===== src/rtl/rx_logic.sv =====
// rx_logic: serial receive engine for the SSP frame format.
// Brings the peer's serial clock, frame sync and data into the PCLK domain,
// deserializes each frame MSB-first and pushes completed words to the RX FIFO.
//
// state | meaning
// ------+---------------------------------------------------------------
// IDLE  | waiting for frame sync on a sample strobe; data line ignored
// SHIFT | collecting bits of a word; bit_cnt = bits accepted so far
module rx_logic #(
   parameter int SSP_WORD_SIZE = 8
) (
   input  logic                     PCLK,
   input  logic                     CLEAR_B,
   input  logic                     SSPCLKIN,
   input  logic                     SSPFSSIN,
   input  logic                     SSPRXD,
   input  logic                     FIFOFull,
   output logic [SSP_WORD_SIZE-1:0] RxData,
   output logic                     write,
   output logic                     OVERRUN,
   output logic                     FRAMEERR
);

   localparam int W  = SSP_WORD_SIZE;
   localparam int CW = $clog2(W);

   typedef enum logic {
      IDLE  = 1'b0,
      SHIFT = 1'b1
   } state_t;

   state_t        state;
   logic [CW-1:0] bit_cnt;
   logic [W-2:0]  sr;

   logic clk_s1, clk_s2, clk_prev;
   logic fss_s1, fss_s2;
   logic rxd_s1, rxd_s2;
   logic strobe;
   logic last_bit;

   // Equal-depth synchronizers keep clock, sync and data aligned; clk_prev
   // adds one more stage on the clock path for falling-edge detection.
   always_ff @(posedge PCLK or negedge CLEAR_B) begin
      if (!CLEAR_B) begin
         clk_s1   <= 1'b0;
         clk_s2   <= 1'b0;
         clk_prev <= 1'b0;
         fss_s1   <= 1'b0;
         fss_s2   <= 1'b0;
         rxd_s1   <= 1'b0;
         rxd_s2   <= 1'b0;
      end else begin
         clk_s1   <= SSPCLKIN;
         clk_s2   <= clk_s1;
         clk_prev <= clk_s2;
         fss_s1   <= SSPFSSIN;
         fss_s2   <= fss_s1;
         rxd_s1   <= SSPRXD;
         rxd_s2   <= rxd_s1;
      end
   end

   // Peer's falling edge: the point where data is stable and gets sampled.
   assign strobe   = clk_prev & ~clk_s2;
   assign last_bit = (bit_cnt == CW'(W - 1));

   // Frame FSM with registered FIFO push, data and sticky error flags.
   always_ff @(posedge PCLK or negedge CLEAR_B) begin
      if (!CLEAR_B) begin
         state    <= IDLE;
         bit_cnt  <= '0;
         sr       <= '0;
         RxData   <= '0;
         write    <= 1'b0;
         OVERRUN  <= 1'b0;
         FRAMEERR <= 1'b0;
      end else begin
         write <= 1'b0;
         if (strobe) begin
            case (state)
               IDLE: begin
                  if (fss_s2) begin
                     state   <= SHIFT;
                     bit_cnt <= '0;
                     sr      <= '0;
                  end
               end
               SHIFT: begin
                  if (last_bit) begin
                     if (!FIFOFull) begin
                        RxData <= {sr, rxd_s2};
                        write  <= 1'b1;
                     end else begin
                        OVERRUN <= 1'b1;
                     end
                     bit_cnt <= '0;
                     sr      <= '0;
                     // Sync on the last bit opens the next frame with no gap.
                     state   <= fss_s2 ? SHIFT : IDLE;
                  end else if (fss_s2) begin
                     // Early sync: drop the partial word and start over.
                     FRAMEERR <= 1'b1;
                     bit_cnt  <= '0;
                     sr       <= '0;
                  end else begin
                     sr      <= {sr[W-3:0], rxd_s2};
                     bit_cnt <= bit_cnt + 1'b1;
                  end
               end
               default: state <= IDLE;
            endcase
         end
      end
   end

endmodule


===== config.mk =====
export PLATFORM = sky130hd
export DESIGN_NAME = rx_logic
export DESIGN_NICKNAME = d
export VERILOG_FILES = /design/src/rtl/rx_logic.sv
export SDC_FILE = /design/constraint.sdc
export NUM_CORES = 1
export LEC_CHECK = 0
export ABC_CLOCK_PERIOD_IN_PS = 4300
export BUFFER_PORTS_ARGS = -buffer_cell sky130_fd_sc_hd__buf_2
export CORE_UTILIZATION = 45
export DETAILED_ROUTE_END_ITERATION = 10
export PLACE_DENSITY_LB_ADDON = 0.25
export SLEW_MARGIN = 20
export SYNTH_ARGS = -nofsm -noshare
export SYNTH_HDL_FRONTEND = slang
export SYNTH_SLANG_ARGS = --single-unit

===== constraint.sdc =====
create_clock -name PCLK -period 4.3 [get_ports PCLK]
set_clock_uncertainty 0.2 [all_clocks]
set_input_delay 0.645 -clock PCLK [delete_from_list [all_inputs] [get_ports PCLK]]
set_output_delay 0.645 -clock PCLK [all_outputs]
set_load 0.03 [all_outputs]

Yosys cells after proc, flatten, opt, wreduce, memory -nomap -nowiden --
Index checks and enable logic that the tools add are counted.
Storage, ports and cells: bits in registers 29, bits in latches 0, RAM bits 0, ROM bits 0, bits of input ports 6, logic and storage cells 41, memories kept 0
Cells by class: $add $sub $neg 1, multiply operators 0, divide/modulo/power cells 0, $lt $le $gt $ge 0, equal/unequal tests 2, shifts and indexed selects 0, multiplexer cells 15, bitwise logic cells 5, reductions and logical operators 4
Operators by type and width (number):
- 7-bit two-way mux | 3
- 7-bit one-hot mux with 2 select lines | 1
- 4-bit AND reduction | 3
- 3-bit two-way mux | 3
- 1-bit two-way mux | 6
- 3-bit one-hot mux with 2 select lines | 1
- 1-bit NOT | 4
- 3-bit by 1-bit adder with 3-bit output (second input constant) | 1
- 3-bit == test (second input constant) | 1
- 2-bit != test (second input constant) | 1
- 1-bit one-hot mux with 2 select lines | 1
- 2-bit AND reduction | 1
- 1-bit bitwise AND | 1

Longest topological paths before layout --
depth in word-level cells 4, depth in mapped cells 5

Worst setup path after synthesis --
OpenSTA, ideal clock, no wires.
path kind flip-flop to flip-flop, from register bit_cnt[0], to register RxData[0], setup time 0.125 ns, arrival 1.373 ns, required time 3.975 ns, path slack 2.602 ns, stages on the path, launching flop included 6, clock period less this slack 1.698 ns, cell sequence dfrtp_1 ha_1 ha_1 and4b_1 buf_6 mux2_4
Between the ends: cells in the longest elaborated chain, start to end 2
Ends and longest elaborated chain:
- start: declaration | RTL line 33 | logic [CW-1:0] bit_cnt;
- start signal: assignment | RTL line 108 | bit_cnt <= bit_cnt + 1'b1;
- 3-bit == test | RTL line 66 | assign last_bit = (bit_cnt == CW'(W - 1));
- 4-bit AND reduction (no line)
- end signal: assignment | RTL line 92 | RxData <= {sr, rxd_s2};
- end: declaration | RTL line 18 | output logic [SSP_WORD_SIZE-1:0] RxData,
Every way passes these cells. A chain may end at the register's enable or synchronous reset.

Worst setup path after layout --
from register bit_cnt[0], to register RxData[3]
Same word-level chain as after synthesis.

==> results.py <==
metrics = {
    "status": {
        "outcome": "completed",
    },
    "detailed_routing": {
        "drcViolationCount": 0,
        "drt_wl_total_um": 1590,
        "drt_iter0_markers": 7,
        "viasPerCell": 5.33,
        "first_pass_iters": 5,
        "wl_per_cell_um": 14.3,
        "antenna_left": 0,
        "routed-via-count": 592,
    },
    "synth": {
        "synth_edf_count": 0,
        "yosys-top-cells-count": "29 x dfrtp_1, 10 x a22o_1, 8 x mux2_4",
        "async_reset_ff_share_pct": 100,
        "synth_area_mm2": 0.00108,
        "synth_area_leaders": "dfrtp_1 67%, mux2_4 11%, a22o_1 8.1%",
        "synth_top_cell_by_area": "dfrtp_1",
        "ys_ff_latch": 29,
        "synth_nets": 71,
        "synthDominantCellAreaShare_pct": 67.3,
        "synth.most_common_cell": "dfrtp_1",
        "seq_area_frac_synth_pct": 67.3,
        "ys_warn_count": 0,
        "synthFlopType": "dfrtp_1",
        "synth_cell_types": 14,
        "netlist_instances": 62,
        "avgSynthCellArea_um2": 17.4,
    },
    "timing": {
        "slew_headroom_pct": 53.3,
        "maxSlewViolCount": 0,
        "worst_pin_slew_ns": 0.697,
        "rsz0062_at_grt": "no",
        "setup_viol": 0,
        "setup-tns-final_ns": 0,
        "fin_crit_sh_pct": 45.6,
        "hold_violations": 0,
        "min_period_ns": 1.96,
        "fmax_mhz": 510,
    },
    "layout": {
        "diodes": 0,
        "fin_area_mm2": 0.00124,
        "fin_nets": 91,
        "area_delta_synth_final_pct": 14.6,
        "fin_cells": 111,
        "final_util_pct": 55.4,
        "drive_above_1_share_pct": 41.0,
    },
    "floorplan": {
        "rows": 17,
        "die_w_um": 51.0,
        "core_area_mm2": 0.00223,
        "start_util_pct": 48.3,
        "die-area_mm2": 0.00260,
        "ios": 17,
        "die_h_um": 51.0,
    },
    "critical_path": {
        "critPathCaptureType": "flip-flop",
        "critPathLaunchType": "flip-flop",
        "regToRegEndpoint": "RxData[3]$_DFFE_PN0P_",
        "ff2ff_setup_slack_ns": 2.34,
        "crit_cells": 4,
        "crit_path_start": "bit_cnt[0]$_DFFE_PN0P_",
        "reg2reg_depth": 4,
        "worstPathCellList": "ha_1 -> ha_1 -> and4b_1 -> mux2_4",
        "arrival_ns": 1.97,
        "worstReg2RegStart": "bit_cnt[0]$_DFFE_PN0P_",
        "path_class": "flip-flop to flip-flop",
        "required_ns": 4.31,
        "cpPeakStageDelay_ns": 0.57,
        "crit_path_frequent_cell": "ha_1",
        "cp_top_family": "simple AND/OR/NAND/NOR gates",
        "crit_buf_inv": 0,
        "crit_slowest_cell": "and4b_1",
        "worst-path-max-fanout": 9,
    },
    "flow_run": {
        "cap_viol_max_count": 0,
    },
    "placement": {
        "hpwlAfterDp_um": 1020,
        "gp_congestion": 0.607,
        "place_inst": 103,
        "numPortBuffers": 16,
        "place_area_mm2": 0.00117,
    },
    "pwr": {
        "p_leak_uw": 0.000650,
        "powerDensity_mw_per_mm2": 421,
        "peakVddDrop_v": 0.000259,
    },
    "hold_path": {
        "hold_path.class": "input pin to async pin",
    },
    "clocking": {
        "cts_sinks": 29,
        "insertion_delay_ns": 0.32,
        "clock_path_buffers": 2,
        "cts_inserted_buffers": 5,
        "cts_tree": "done",
        "cts_resized": 0,
        "cts-root-buf": "clkbuf_4",
        "htreeDepth": 2,
        "post_cts_buffers": 0,
        "clkSlewWorstSetupHoldPaths_ns": 0.09,
        "hold_buffers": 0,
    },
    "global_route": {
        "groute.usage.overall_pct": 15.8,
        "antenna_found_initial": 0,
        "grt_start_max_net_pins": 30,
        "grt_pass1_vias": 597,
        "gr-total-overflow": 0,
        "grt_first_pass_wirelength_um": 2750,
    },
}
[report_power, final]
part / switching [µW] / internal [µW]
Sequential: 11.4 / 289
Clock: 89.8 / 94.6
Combinational: 18.2 / 17.3
[registers in the layout (all words and copies together), names as in the netlist]
signal	cells
rxd_s1	1
fss_s2	1
rxd_s2	1
write	1
FRAMEERR	1
fss_s1	1
RxData	8
clk_s2	1
sr	7
clk_prev	1
OVERRUN	1
clk_s1	1
bit_cnt	3
state	1
[kinds of logic after synthesis]
kind of cell               share of synthesized area (%)
DFF                                                 67.3
and+or+nand+nor                                     3.71
AOI/OAI and AO/OA                                   10.4
adders and majority gates                           3.48
muxes                                               12.2
buffers and inverters                               2.90
[cells in the final DEF (no fill, tap or decap), drive strengths merged]
cell / count
dfrtp: 29
buf: 16
a22o: 10
mux2: 9
clkbuf: 7
ha: 3
a41o: 2
nor2b: 1
and4b: 1
o21ai: 1
and4bb: 1
inv: 1
nand2: 1
clkinv: 1
[through the flow]
stage / hold WS (ns) / setup WS (ns) / total power [µW]
floorplan: 0.131 / 2.60 / 328
global placement: 0.132 / 2.28 / 340
detailed placement: 0.137 / 2.26 / 343
CTS: 0.152 / 2.32 / 528
global route: 0.163 / 2.23 / 547
finish: 0.130 / 2.34 / 520
[final cells by class]
| cell class | count | area (µm²) |
|---|---|---|
| Fill cell | 185 | 997 |
| Sequential cell | 29 | 726 |
| Multi-Input combinational cell | 29 | 322 |
| Timing Repair Buffer | 16 | 80.1 |
| Clock buffer | 7 | 65.1 |
| Tap cell | 28 | 35.0 |
| Clock inverter | 1 | 5.00 |
| Inverter | 1 | 3.75 |
[layer usage]
| layer | track usage, % | routed length, µm | vias up |
|---|---|---|---|
| li1 | - | - | 268 |
| met1 | 19.2 | 725 | 303 |
| met2 | 23.2 | 759 | 19 |
| met3 | 8.04 | 91 | 2 |
| met4 | 6.94 | 12 | 0 |
| met5 | 0 | 0 | - |
[worst max path at each step]
stage	end
after floorplan	RxData[0]$_DFFE_PN0P_
after global placement	RxData[1]$_DFFE_PN0P_
after detailed placement	RxData[3]$_DFFE_PN0P_
after CTS	RxData[3]$_DFFE_PN0P_
after global routing	RxData[6]$_DFFE_PN0P_
final	RxData[3]$_DFFE_PN0P_
(Power assumes the default switching activity.)
